$ cat config.mk
export PLATFORM = sky130hd
export DESIGN_NAME = ahb_wb_slave_decoder_flat
export DESIGN_NICKNAME = d
export VERILOG_FILES = /design/src/rtl/ahb_wb_slave_decoder_if.sv /design/src/rtl/ahb_wb_slave_decoder.sv /design/src/flat_wrapper.sv
export SDC_FILE = /design/constraint.sdc
export NUM_CORES = 1
export LEC_CHECK = 0
export CAP_MARGIN = 10
export CORE_UTILIZATION = 40
export CTS_CLUSTER_DIAMETER = 50
export CTS_CLUSTER_SIZE = 16
export DETAILED_ROUTE_END_ITERATION = 10
export GPL_ROUTABILITY_DRIVEN = 0
export PLACE_DENSITY_LB_ADDON = 0.3
export SETUP_SLACK_MARGIN = 0.5
export SLEW_MARGIN = 10
export SYNTH_ARGS = -nofsm -noshare
export SYNTH_HDL_FRONTEND = slang
export SYNTH_SLANG_ARGS = --single-unit
$ cat constraint.sdc
create_clock -name WBs_CLK_i -period 3.15 [get_ports WBs_CLK_i]
set_input_delay 0.63 -clock WBs_CLK_i [delete_from_list [all_inputs] [get_ports WBs_CLK_i]]
set_output_delay 0.63 -clock WBs_CLK_i [all_outputs]
set_load 0.005 [all_outputs]
$ cat src/rtl/ahb_wb_slave_decoder_if.sv
// Bus bundle for the Wishbone slave decoder.
// Holds the upstream master request/response and the shared downstream slave bus.
// Handshake: the upstream request is live while WBs_CYC_i & WBs_STB_i are high
// and completes on a one-cycle WBs_ACK_o pulse. Downstream, a slave owns the bus
// while its WBm_CYC_o bit and WBm_STB_o are high and completes with its WBm_ACK_i bit.
interface ahb_wb_slave_decoder_if #(
    parameter int ADDRWIDTH     = 17,
    parameter int DATAWIDTH     = 32,
    parameter int SLV_ADDRWIDTH = 10
);
    // Upstream (master-facing) request and response
    logic [ADDRWIDTH-1:0]     WBs_ADR_i;
    logic                     WBs_CYC_i;
    logic                     WBs_STB_i;
    logic                     WBs_WE_i;
    logic [3:0]               WBs_BYTE_STB_i;
    logic [DATAWIDTH-1:0]     WBs_DAT_i;
    logic [DATAWIDTH-1:0]     WBs_DAT_o;
    logic                     WBs_ACK_o;

    // Downstream shared slave bus
    logic [SLV_ADDRWIDTH-1:0] WBm_ADR_o;
    logic                     WBm_WE_o;
    logic                     WBm_STB_o;
    logic [3:0]               WBm_BYTE_STB_o;
    logic [DATAWIDTH-1:0]     WBm_DAT_o;
    logic [2:0]               WBm_CYC_o;
    logic [2:0]               WBm_ACK_i;
    logic [DATAWIDTH-1:0]     WBm_DAT0_i;
    logic [DATAWIDTH-1:0]     WBm_DAT1_i;
    logic [DATAWIDTH-1:0]     WBm_DAT2_i;

    // Decoder view
    modport slave (
        input  WBs_ADR_i, WBs_CYC_i, WBs_STB_i, WBs_WE_i, WBs_BYTE_STB_i, WBs_DAT_i,
        output WBs_DAT_o, WBs_ACK_o,
        output WBm_ADR_o, WBm_WE_o, WBm_STB_o, WBm_BYTE_STB_o, WBm_DAT_o, WBm_CYC_o,
        input  WBm_ACK_i, WBm_DAT0_i, WBm_DAT1_i, WBm_DAT2_i
    );

    // Environment view (upstream master plus downstream slaves)
    modport master (
        output WBs_ADR_i, WBs_CYC_i, WBs_STB_i, WBs_WE_i, WBs_BYTE_STB_i, WBs_DAT_i,
        input  WBs_DAT_o, WBs_ACK_o,
        input  WBm_ADR_o, WBm_WE_o, WBm_STB_o, WBm_BYTE_STB_o, WBm_DAT_o, WBm_CYC_o,
        output WBm_ACK_i, WBm_DAT0_i, WBm_DAT1_i, WBm_DAT2_i
    );
endinterface

$ cat src/rtl/ahb_wb_slave_decoder.sv
// Wishbone address decoder: routes one upstream request to one of three slaves
// by address region, answers unmapped regions with a default value, guards each
// slave access with a timeout, and records bus errors (sticky flag, count, address).
module ahb_wb_slave_decoder #(
    parameter int          ADDRWIDTH      = 17,
    parameter int          DATAWIDTH      = 32,
    parameter int          SLV_ADDRWIDTH  = 10,
    parameter int          SLV0_REGION    = 0,
    parameter int          SLV1_REGION    = 1,
    parameter int          SLV2_REGION    = 2,
    parameter logic [7:0]  TIMEOUT_CYCLES = 8'd255,
    parameter logic [31:0] DEF_REG_VALUE  = 32'hFABDEFAC,
    parameter logic [31:0] TIMEOUT_VALUE  = 32'hDEADDEAD
) (
    input  logic                 WBs_CLK_i,
    input  logic                 WBs_RST_n_i,
    ahb_wb_slave_decoder_if.slave bus,
    input  logic                 clr_err_i,
    output logic                 bus_err_o,
    output logic [7:0]           err_cnt_o,
    output logic [ADDRWIDTH-1:0] err_adr_o,
    output logic [1:0]           state_o
);

    localparam int                   RW       = ADDRWIDTH - SLV_ADDRWIDTH;
    localparam logic [RW-1:0]        R0       = RW'(SLV0_REGION);
    localparam logic [RW-1:0]        R1       = RW'(SLV1_REGION);
    localparam logic [RW-1:0]        R2       = RW'(SLV2_REGION);
    localparam logic [7:0]           TO_LAST  = TIMEOUT_CYCLES - 8'd1;
    localparam logic [DATAWIDTH-1:0] DEF_DAT  = DATAWIDTH'(DEF_REG_VALUE);
    localparam logic [DATAWIDTH-1:0] TO_DAT   = DATAWIDTH'(TIMEOUT_VALUE);

    typedef enum logic [1:0] {
        IDLE = 2'd0,
        BUSY = 2'd1,
        ACK  = 2'd2
    } state_t;

    state_t                 state;
    state_t                 state_nxt;

    // Latched request
    logic [2:0]             sel_r;
    logic [ADDRWIDTH-1:0]   req_adr;
    logic                   req_we;
    logic [3:0]             req_bs;
    logic [DATAWIDTH-1:0]   req_dat;
    logic [7:0]             to_cnt;

    // Decode and FSM control strobes
    logic [RW-1:0]          region;
    logic [2:0]             sel_dec;
    logic                   ack_hit;
    logic [DATAWIDTH-1:0]   slv_dat;
    logic                   acc_map;
    logic                   acc_unmap;
    logic                   done_ack;
    logic                   done_to;
    logic                   cnt_inc;
    logic                   err_set;
    logic [ADDRWIDTH-1:0]   err_adr_nxt;

    assign region  = bus.WBs_ADR_i[ADDRWIDTH-1:SLV_ADDRWIDTH];
    assign ack_hit = |(bus.WBm_ACK_i & sel_r);

    // One-hot slave select from the incoming address region
    always_comb begin
        sel_dec    = 3'b000;
        sel_dec[0] = (region == R0);
        sel_dec[1] = (region == R1);
        sel_dec[2] = (region == R2);
    end

    // Read data of the currently selected slave
    always_comb begin
        slv_dat = bus.WBm_DAT0_i;
        if (sel_r[1]) begin
            slv_dat = bus.WBm_DAT1_i;
        end else if (sel_r[2]) begin
            slv_dat = bus.WBm_DAT2_i;
        end
    end

    // State register
    always_ff @(posedge WBs_CLK_i) begin
        if (!WBs_RST_n_i) begin
            state <= IDLE;
        end else begin
            state <= state_nxt;
        end
    end

    // Next state and control strobes; a selected ACK beats the timeout in the expiry cycle
    always_comb begin
        state_nxt = state;
        acc_map   = 1'b0;
        acc_unmap = 1'b0;
        done_ack  = 1'b0;
        done_to   = 1'b0;
        cnt_inc   = 1'b0;
        case (state)
            IDLE: begin
                if (bus.WBs_CYC_i && bus.WBs_STB_i) begin
                    if (|sel_dec) begin
                        acc_map   = 1'b1;
                        state_nxt = BUSY;
                    end else begin
                        acc_unmap = 1'b1;
                        state_nxt = ACK;
                    end
                end
            end
            BUSY: begin
                if (!bus.WBs_CYC_i) begin
                    state_nxt = IDLE;
                end else if (ack_hit) begin
                    done_ack  = 1'b1;
                    state_nxt = ACK;
                end else if (to_cnt == TO_LAST) begin
                    done_to   = 1'b1;
                    state_nxt = ACK;
                end else begin
                    cnt_inc   = 1'b1;
                end
            end
            ACK: begin
                state_nxt = IDLE;
            end
            default: begin
                state_nxt = IDLE;
            end
        endcase
    end

    // Request latch, timeout counter and upstream read data
    always_ff @(posedge WBs_CLK_i) begin
        if (!WBs_RST_n_i) begin
            sel_r         <= 3'b000;
            req_adr       <= '0;
            req_we        <= 1'b0;
            req_bs        <= 4'b0000;
            req_dat       <= '0;
            to_cnt        <= 8'd0;
            bus.WBs_DAT_o <= '0;
        end else begin
            if (acc_map) begin
                sel_r   <= sel_dec;
                req_adr <= bus.WBs_ADR_i;
                req_we  <= bus.WBs_WE_i;
                req_bs  <= bus.WBs_BYTE_STB_i;
                req_dat <= bus.WBs_DAT_i;
                to_cnt  <= 8'd0;
            end else if (cnt_inc) begin
                to_cnt  <= to_cnt + 8'd1;
            end
            if (acc_unmap) begin
                bus.WBs_DAT_o <= DEF_DAT;
            end else if (done_ack) begin
                bus.WBs_DAT_o <= slv_dat;
            end else if (done_to) begin
                bus.WBs_DAT_o <= TO_DAT;
            end
        end
    end

    assign err_set     = acc_unmap | done_to;
    assign err_adr_nxt = acc_unmap ? bus.WBs_ADR_i : req_adr;

    // Error recording; a new error in the same cycle as a clear leaves flag set and count 1
    always_ff @(posedge WBs_CLK_i) begin
        if (!WBs_RST_n_i) begin
            bus_err_o <= 1'b0;
            err_cnt_o <= 8'd0;
            err_adr_o <= '0;
        end else if (err_set) begin
            bus_err_o <= 1'b1;
            err_adr_o <= err_adr_nxt;
            if (clr_err_i) begin
                err_cnt_o <= 8'd1;
            end else if (err_cnt_o != 8'hFF) begin
                err_cnt_o <= err_cnt_o + 8'd1;
            end
        end else if (clr_err_i) begin
            bus_err_o <= 1'b0;
            err_cnt_o <= 8'd0;
        end
    end

    // Downstream bus is live only in BUSY; address/data come from the request latch
    assign bus.WBm_CYC_o      = (state == BUSY) ? sel_r : 3'b000;
    assign bus.WBm_STB_o      = (state == BUSY);
    assign bus.WBm_ADR_o      = req_adr[SLV_ADDRWIDTH-1:0];
    assign bus.WBm_WE_o       = req_we;
    assign bus.WBm_BYTE_STB_o = req_bs;
    assign bus.WBm_DAT_o      = req_dat;
    assign bus.WBs_ACK_o      = (state == ACK);
    assign state_o            = state;

endmodule

$ cat src/flat_wrapper.sv
// flat-port wrapper written by rule: the top's interface ports become plain ports
module ahb_wb_slave_decoder_flat 
#(
    parameter int          ADDRWIDTH      = 17,
    parameter int          DATAWIDTH      = 32,
    parameter int          SLV_ADDRWIDTH  = 10,
    parameter int          SLV0_REGION    = 0,
    parameter int          SLV1_REGION    = 1,
    parameter int          SLV2_REGION    = 2,
    parameter logic [7:0]  TIMEOUT_CYCLES = 8'd255,
    parameter logic [31:0] DEF_REG_VALUE  = 32'hFABDEFAC,
    parameter logic [31:0] TIMEOUT_VALUE  = 32'hDEADDEAD
)
  (WBs_CLK_i, WBs_RST_n_i, clr_err_i, bus_err_o, err_cnt_o, err_adr_o, state_o, bus_WBs_ADR_i, bus_WBs_CYC_i, bus_WBs_STB_i, bus_WBs_WE_i, bus_WBs_BYTE_STB_i, bus_WBs_DAT_i, bus_WBs_DAT_o, bus_WBs_ACK_o, bus_WBm_ADR_o, bus_WBm_WE_o, bus_WBm_STB_o, bus_WBm_BYTE_STB_o, bus_WBm_DAT_o, bus_WBm_CYC_o, bus_WBm_ACK_i, bus_WBm_DAT0_i, bus_WBm_DAT1_i, bus_WBm_DAT2_i);
  ahb_wb_slave_decoder_if #(.ADDRWIDTH(ADDRWIDTH), .DATAWIDTH(DATAWIDTH), .SLV_ADDRWIDTH(SLV_ADDRWIDTH)) bus_i ();
  input  logic WBs_CLK_i;
  input  logic WBs_RST_n_i;
  input  logic clr_err_i;
  output logic bus_err_o;
  output logic [7:0] err_cnt_o;
  output logic [ADDRWIDTH-1:0] err_adr_o;
  output logic [1:0] state_o;
  input wire logic [$bits(bus_i.WBs_ADR_i)-1:0] bus_WBs_ADR_i;
  input wire logic [$bits(bus_i.WBs_CYC_i)-1:0] bus_WBs_CYC_i;
  input wire logic [$bits(bus_i.WBs_STB_i)-1:0] bus_WBs_STB_i;
  input wire logic [$bits(bus_i.WBs_WE_i)-1:0] bus_WBs_WE_i;
  input wire logic [$bits(bus_i.WBs_BYTE_STB_i)-1:0] bus_WBs_BYTE_STB_i;
  input wire logic [$bits(bus_i.WBs_DAT_i)-1:0] bus_WBs_DAT_i;
  output wire logic [$bits(bus_i.WBs_DAT_o)-1:0] bus_WBs_DAT_o;
  output wire logic [$bits(bus_i.WBs_ACK_o)-1:0] bus_WBs_ACK_o;
  output wire logic [$bits(bus_i.WBm_ADR_o)-1:0] bus_WBm_ADR_o;
  output wire logic [$bits(bus_i.WBm_WE_o)-1:0] bus_WBm_WE_o;
  output wire logic [$bits(bus_i.WBm_STB_o)-1:0] bus_WBm_STB_o;
  output wire logic [$bits(bus_i.WBm_BYTE_STB_o)-1:0] bus_WBm_BYTE_STB_o;
  output wire logic [$bits(bus_i.WBm_DAT_o)-1:0] bus_WBm_DAT_o;
  output wire logic [$bits(bus_i.WBm_CYC_o)-1:0] bus_WBm_CYC_o;
  input wire logic [$bits(bus_i.WBm_ACK_i)-1:0] bus_WBm_ACK_i;
  input wire logic [$bits(bus_i.WBm_DAT0_i)-1:0] bus_WBm_DAT0_i;
  input wire logic [$bits(bus_i.WBm_DAT1_i)-1:0] bus_WBm_DAT1_i;
  input wire logic [$bits(bus_i.WBm_DAT2_i)-1:0] bus_WBm_DAT2_i;
  assign bus_i.WBs_ADR_i = bus_WBs_ADR_i;
  assign bus_i.WBs_CYC_i = bus_WBs_CYC_i;
  assign bus_i.WBs_STB_i = bus_WBs_STB_i;
  assign bus_i.WBs_WE_i = bus_WBs_WE_i;
  assign bus_i.WBs_BYTE_STB_i = bus_WBs_BYTE_STB_i;
  assign bus_i.WBs_DAT_i = bus_WBs_DAT_i;
  assign bus_WBs_DAT_o = bus_i.WBs_DAT_o;
  assign bus_WBs_ACK_o = bus_i.WBs_ACK_o;
  assign bus_WBm_ADR_o = bus_i.WBm_ADR_o;
  assign bus_WBm_WE_o = bus_i.WBm_WE_o;
  assign bus_WBm_STB_o = bus_i.WBm_STB_o;
  assign bus_WBm_BYTE_STB_o = bus_i.WBm_BYTE_STB_o;
  assign bus_WBm_DAT_o = bus_i.WBm_DAT_o;
  assign bus_WBm_CYC_o = bus_i.WBm_CYC_o;
  assign bus_i.WBm_ACK_i = bus_WBm_ACK_i;
  assign bus_i.WBm_DAT0_i = bus_WBm_DAT0_i;
  assign bus_i.WBm_DAT1_i = bus_WBm_DAT1_i;
  assign bus_i.WBm_DAT2_i = bus_WBm_DAT2_i;
  ahb_wb_slave_decoder #(.ADDRWIDTH(ADDRWIDTH), .DATAWIDTH(DATAWIDTH), .SLV_ADDRWIDTH(SLV_ADDRWIDTH), .SLV0_REGION(SLV0_REGION), .SLV1_REGION(SLV1_REGION), .SLV2_REGION(SLV2_REGION), .TIMEOUT_CYCLES(TIMEOUT_CYCLES), .DEF_REG_VALUE(DEF_REG_VALUE), .TIMEOUT_VALUE(TIMEOUT_VALUE)) u_core (.WBs_CLK_i(WBs_CLK_i), .WBs_RST_n_i(WBs_RST_n_i), .bus(bus_i), .clr_err_i(clr_err_i), .bus_err_o(bus_err_o), .err_cnt_o(err_cnt_o), .err_adr_o(err_adr_o), .state_o(state_o));
endmodule
# Word-level counts from Yosys, hierarchy flattened
# Cells that the tools add are included.
[totals]
ff_bits = 125
inputBits = 158
[classes]
add_sub_neg = 2
n_eq_ne = 8
n_mux = 36
bitwise = 3
n_reduce_logical = 13
[op_table]
columns = ["cell", "count"]
rows = [
  ["$mux 32", 5],
  ["$mux 8", 4],
  ["$mux 1", 19],
  ["$mux 17", 1],
  ["$add 8x1->8 const B", 2],
  ["$mux 2", 5],
  ["$eq 8x8->1 const B", 1],
  ["$ne 8x8->1 const B", 1],
  ["$eq 7x1->1 const B", 1],
  ["$eq 7x2->1 const B", 1],
  ["$logic_not 7->1", 1],
  ["$reduce_bool 2->1", 3],
  ["$reduce_or 3->1", 2],
  ["$ne 4x2->1 const B", 1],
  ["$pmux 2 s2", 1],
  ["$reduce_and 2->1", 2],
  ["$reduce_or 2->1", 2],
  ["$and 3x3->3", 1],
  ["$mux 3", 1],
  ["$reduce_bool 3->1", 1],
  ["$eq 2x1->1 const B", 1],
  ["$eq 2x2->1 const B", 1],
  ["$logic_not 2->1", 1],
  ["$ne 2x1->1 const B", 1],
  ["other kinds (3)", 3],
]

# Depth between registers and ports, before layout
[depth]
word_depth = 8
ltp_mapped = 8
depth_no_buf = 7

# Worst setup path after synthesis
# No wires, ideal clock.
[synth_timing]
kind = "input to register"
from = "input port bus_WBs_ADR_i[16]"
to = "register u_core.req_dat[21], in the netlist u_core.bus.WBm_DAT_o[21]"
arrival_time_ns = 2.324
required_time_ns = 3.080
path_slack_ns = 0.756
path_stages = 7
cell_sequence = "or4_1 -> or3_1 -> a21oi_1 -> buf_2 -> buf_2 -> nand2_1 -> a21oi_1"
[synth_via]
elab_chain_cells = 5
elab_cells_between_ends = 7
[synth_rtl]
columns = ["item", "line_no", "rtl"]
rows = [
  ["from (decl)", "flat_wrapper.sv:23", "input wire logic [$bits(bus_i.WBs_ADR_i)-1:0] bus_WBs_ADR_i;"],
  ["$eq 7x1->1, or another cell as far along", "ahb_wb_slave_decoder.sv:70", "sel_dec[1] = (region == R1);"],
  ["$reduce_or 3->1 (*)", "ahb_wb_slave_decoder.sv:104", "if (|sel_dec) begin"],
  ["$mux 1 (*)", "ahb_wb_slave_decoder.sv:104", ""],
  ["$mux 1 (*)", "ahb_wb_slave_decoder.sv:103", "if (bus.WBs_CYC_i && bus.WBs_STB_i) begin"],
  ["$mux 1 (*)", "ahb_wb_slave_decoder.sv:101", "case (state)"],
  ["to (signal assigned)", "ahb_wb_slave_decoder.sv:151", "req_dat <= bus.WBs_DAT_i;"],
  ["to (decl)", "ahb_wb_slave_decoder.sv:47", "logic [DATAWIDTH-1:0] req_dat;"],
]
# Every way passes the cells marked *; elsewhere a longest branch is shown, timed or not.
# A chain may end at the register's enable or synchronous reset.

# Worst setup path in the final report
[layout_timing]
from = "input port bus_WBs_ADR_i[16]"
to = "register u_core.to_cnt[3]"
[layout_via]
elab_chain_cells = 6
elab_cells_between_ends = 8
[layout_rtl]
columns = ["item", "line_no", "rtl"]
rows = [
  ["$eq 7x1->1, or another cell as far along", "ahb_wb_slave_decoder.sv:70", ""],
  ["$reduce_or 3->1 (*)", "ahb_wb_slave_decoder.sv:104", ""],
  ["$mux 1 (*)", "ahb_wb_slave_decoder.sv:104", ""],
  ["$mux 1 (*)", "ahb_wb_slave_decoder.sv:103", ""],
  ["$mux 1 (*)", "ahb_wb_slave_decoder.sv:101", ""],
  ["$reduce_or 2->1 (no line) (*)", "n/a", ""],
  ["to (signal assigned)", "ahb_wb_slave_decoder.sv:154", "to_cnt <= to_cnt + 8'd1;"],
  ["to (decl)", "ahb_wb_slave_decoder.sv:48", "logic [7:0] to_cnt;"],
]
# Marked as above.

==> results.py <==
metrics = {
    "sta": {
        "fmax_mhz": 391.4,
        "tightest_slew_ns": 0.8697,
        "relSlewSlack_pct": 41.81,
        "period_minus_slack_ns": 2.555,
        "fin_skew_ns": 0.008591,
        "slew_viol_final": 0,
        "hold_violations": 0,
        "setup_viol": 0,
        "min_period_over_period_pct": 81.11,
        "grt_setup_unrepaired": "false",
        "setup_tns_ns": 0,
    },
    "drt": {
        "drcViolationCount": 0,
        "via_per_inst": 5.173,
        "vias": 5504,
        "routed_wl_mm": 17.25,
        "firstDrtPassIters": 7,
        "drtAntennaViolNets": 0,
        "drtIter0Drc": 320,
        "wl_per_cell_um": 16.22,
    },
    "synth": {
        "syn_avg_cell_area_um2": 8.661,
        "syn_nets": 793,
        "ys_seq_area_share_pct": 45.71,
        "synth_cell_types": 44,
        "synth_edf_count": 0,
        "netlist_area_um2": 5474,
        "synth_async_sr_flop_share_pct": 0,
        "ys_seq_elements": 125,
        "yosys_warnings": 0,
        "synth_top_cell_area_share_pct": 45.71,
        "syn_inst": 632,
        "synth_area_leader_cell": "dfxtp_1",
        "synth-main-ff-cell": "dfxtp_1",
        "synth_area_leaders": "dfxtp_1 46%, nand2_1 8.8%, a21oi_1 8.5%",
    },
    "die": {
        "io_pins": 270,
        "rows": 42,
        "initial_utilization_pct": 41.17,
        "die-area_um2": 14160,
        "fp.dieW_um": 119.0,
        "core_area_um2": 13300,
        "die_h_um": 119.0,
    },
    "final_layout": {
        "layout-drive-gt1-share_pct": 10.47,
        "fillers": 1060,
        "syn_to_final_growth_pct": 62.26,
        "num_antenna_cells": 0,
        "nets": 1038,
    },
    "worst_setup_path": {
        "arrival_ns": 2.83,
        "worst_setup_path_start_kind": "input port",
        "reg2reg_depth": 6,
        "path_class": "in2reg",
        "rrSetupSlack_ns": 1.00,
        "critPathCaptureType": "flop",
        "r2r_start": "u_core.sel_r[2]",
        "crit_path_end": "u_core.to_cnt[3]",
        "r2r-end": "u_core.bus.WBs_DAT_o[25]",
        "critPathMaxFanout": 29,
        "critPathLaunch": "bus_WBs_ADR_i[16]",
        "required_ns": 3.42,
    },
    "cts": {
        "cts_setup_buffers": 0,
        "cts_tree": "yes",
        "cts_resized": 0,
        "hold_buffers": 0,
        "cts.sinks": 125,
        "clkTransAtPathRegs_ns": 0.05,
        "clock_latency_ns": 0.40,
        "htreeDepth": 4,
        "numCtsBuffers": 17,
        "cts.path.max_buffers": 2,
        "cts-root-buf": "clkbuf_16",
    },
    "global_route": {
        "grt_pass1_vias": 5423,
        "antenna_found_initial": 0,
        "grt_pass1_wl_mm": 27.65,
        "grt_usage_pct": 24.47,
        "overflow": 0,
        "grt_max_degree": 51,
    },
    "power_and_ir_drop": {
        "ir_worst_vdd_uv": 251.5,
        "power.density_nw_per_um2": 455.1,
        "p_total_uw": 4042,
        "leakage_uw": 0.003203,
    },
    "hold_path": {
        "min_path_type": "reg2reg",
    },
    "placement": {
        "place_hpwl_mm": 12.50,
        "io_buffers": 269,
    },
    "run": {
        "drv_cap": 0,
    },
    "status": {
        "status": "completed",
    },
}
-- metal layers --
layer	vias up	part of all wire [%]	GRT usage, %
met5	-	0	0
met4	0	1.5	7.832
met3	20	8.8	9.243
met2	230	50	43.20
met1	2566	39	26.82
li1	2688	-	-
-- report_power, final --
| part | switching [uW] | leakage [uW] | internal (uW) | total (uW) |
|---|---|---|---|---|
| clock | 656 | 0.000295 | 1290 | 1950 |
| sequential | 22.9 | 0.00102 | 1620 | 1650 |
| combinational | 147 | 0.00189 | 302 | 449 |
-- synth_stat cells, drive strengths merged, types with 2 or more instances --
master,instances
nand2,128
clkbuf,37
xnor2,9
o22ai,19
nand4,4
and2,4
and4,3
and3,7
o21ai,29
dfxtp,125
nor2b,2
a21oi,93
inv,2
a21o,2
a211oi,8
mux2,41
xor2,3
a2111oi,2
nor2,29
a22oi,6
mux2i,31
a31oi,4
ha,3
buf,20
nand3,5
nor3,3
-- placed cells by master, fill, tap and decap left out, types with 4 or more instances in the layout --
master and count:
mux2i_1 31, a22oi_1 6, o22ai_1 19, a31oi_1 4
buf_4 11, and2_1 4, a211oi_1 6, and3_1 7
clkinv_2 5, mux2_2 41, nor2_1 29, o21ai_0 27
dfxtp_1 125, clkdlybuf4s50_1 269, a21oi_1 92, nand3_1 5
xnor2_1 9, clkbuf_16 17, nand2_1 128
-- how the worst min path moves through the flow --
stage / start / end / depth (start not counted)
after global placement: u_core.bus.WBm_DAT_o[5] / u_core.bus.WBm_DAT_o[5] / 2
final: u_core.bus.WBm_DAT_o[12] / u_core.bus.WBm_DAT_o[12] / 2
after floorplan: u_core.req_adr[11] / u_core.req_adr[11] / 2
after detailed placement: u_core.bus.WBm_DAT_o[10] / u_core.bus.WBm_DAT_o[10] / 2
after global routing: u_core.bus.WBm_DAT_o[10] / u_core.bus.WBm_DAT_o[10] / 2
after CTS: u_core.bus.WBm_DAT_o[30] / u_core.bus.WBm_DAT_o[30] / 2
-- state kept, by name (all words and copies together) (netlist names) --
signal,flops
u_core.state_o,2
u_core.bus_err_o,1
u_core.req_adr,17
u_core.err_cnt_o,8
u_core.bus.WBm_DAT_o,32
u_core.bus.WBm_WE_o,1
u_core.sel_r,3
u_core.to_cnt,8
u_core.err_adr_o,17
u_core.bus.WBm_BYTE_STB_o,4
u_core.bus.WBs_DAT_o,32
-- cell type report --
class                           instances  area, um^2  area share [%]
Timing Repair Buffer                  283        2835           31.92
Multi-Input combinational cell        447        2724           30.67
Sequential cell                       125        2502           28.17
Clock buffer                           22       474.2           5.339
Tap cell                              176       220.2           2.479
Clock inverter                          8       115.1           1.296
Inverter                                3       11.26          0.1268
-- metrics by stage --
stage / setup slack (ns) / hold WS (ns) / utilization, % / cells / area, um^2
floorplan: 0.7556 / 0.4312 / - / 632 / 5474
global placement: 0.2573 / 0.4376 / 62.38 / 1034 / 8293
detailed placement: 0.2167 / 0.4436 / 62.38 / 1034 / 8293
CTS: 0.6198 / 0.4532 / 66.81 / 1064 / 8882
global route: 0.5047 / 0.4707 / 66.81 / 1064 / 8882
finish: 0.5949 / 0.4520 / 66.81 / 1064 / 8882
-- worst max-delay path: stages --
cell	delay [ns]
clkdlybuf4s50_1	0.41
or4_1	0.59
or3_1	0.36
a21o_2	0.41
nand2_1	0.32
nor2_1	0.09
-- kinds of logic (layout without fill, tap and decap cells) --
kind of cell,after synthesis,after routing,share of synthesized area (%)
simple gates,191,191,14.90
compound gates,169,169,17.71
flops,125,125,45.71
mux,72,72,14.10
buf+inv,60,316,4.960
xor+xnor,12,12,1.920
fa+ha+maj,3,3,0.6858
(Power assumes the default switching activity.)
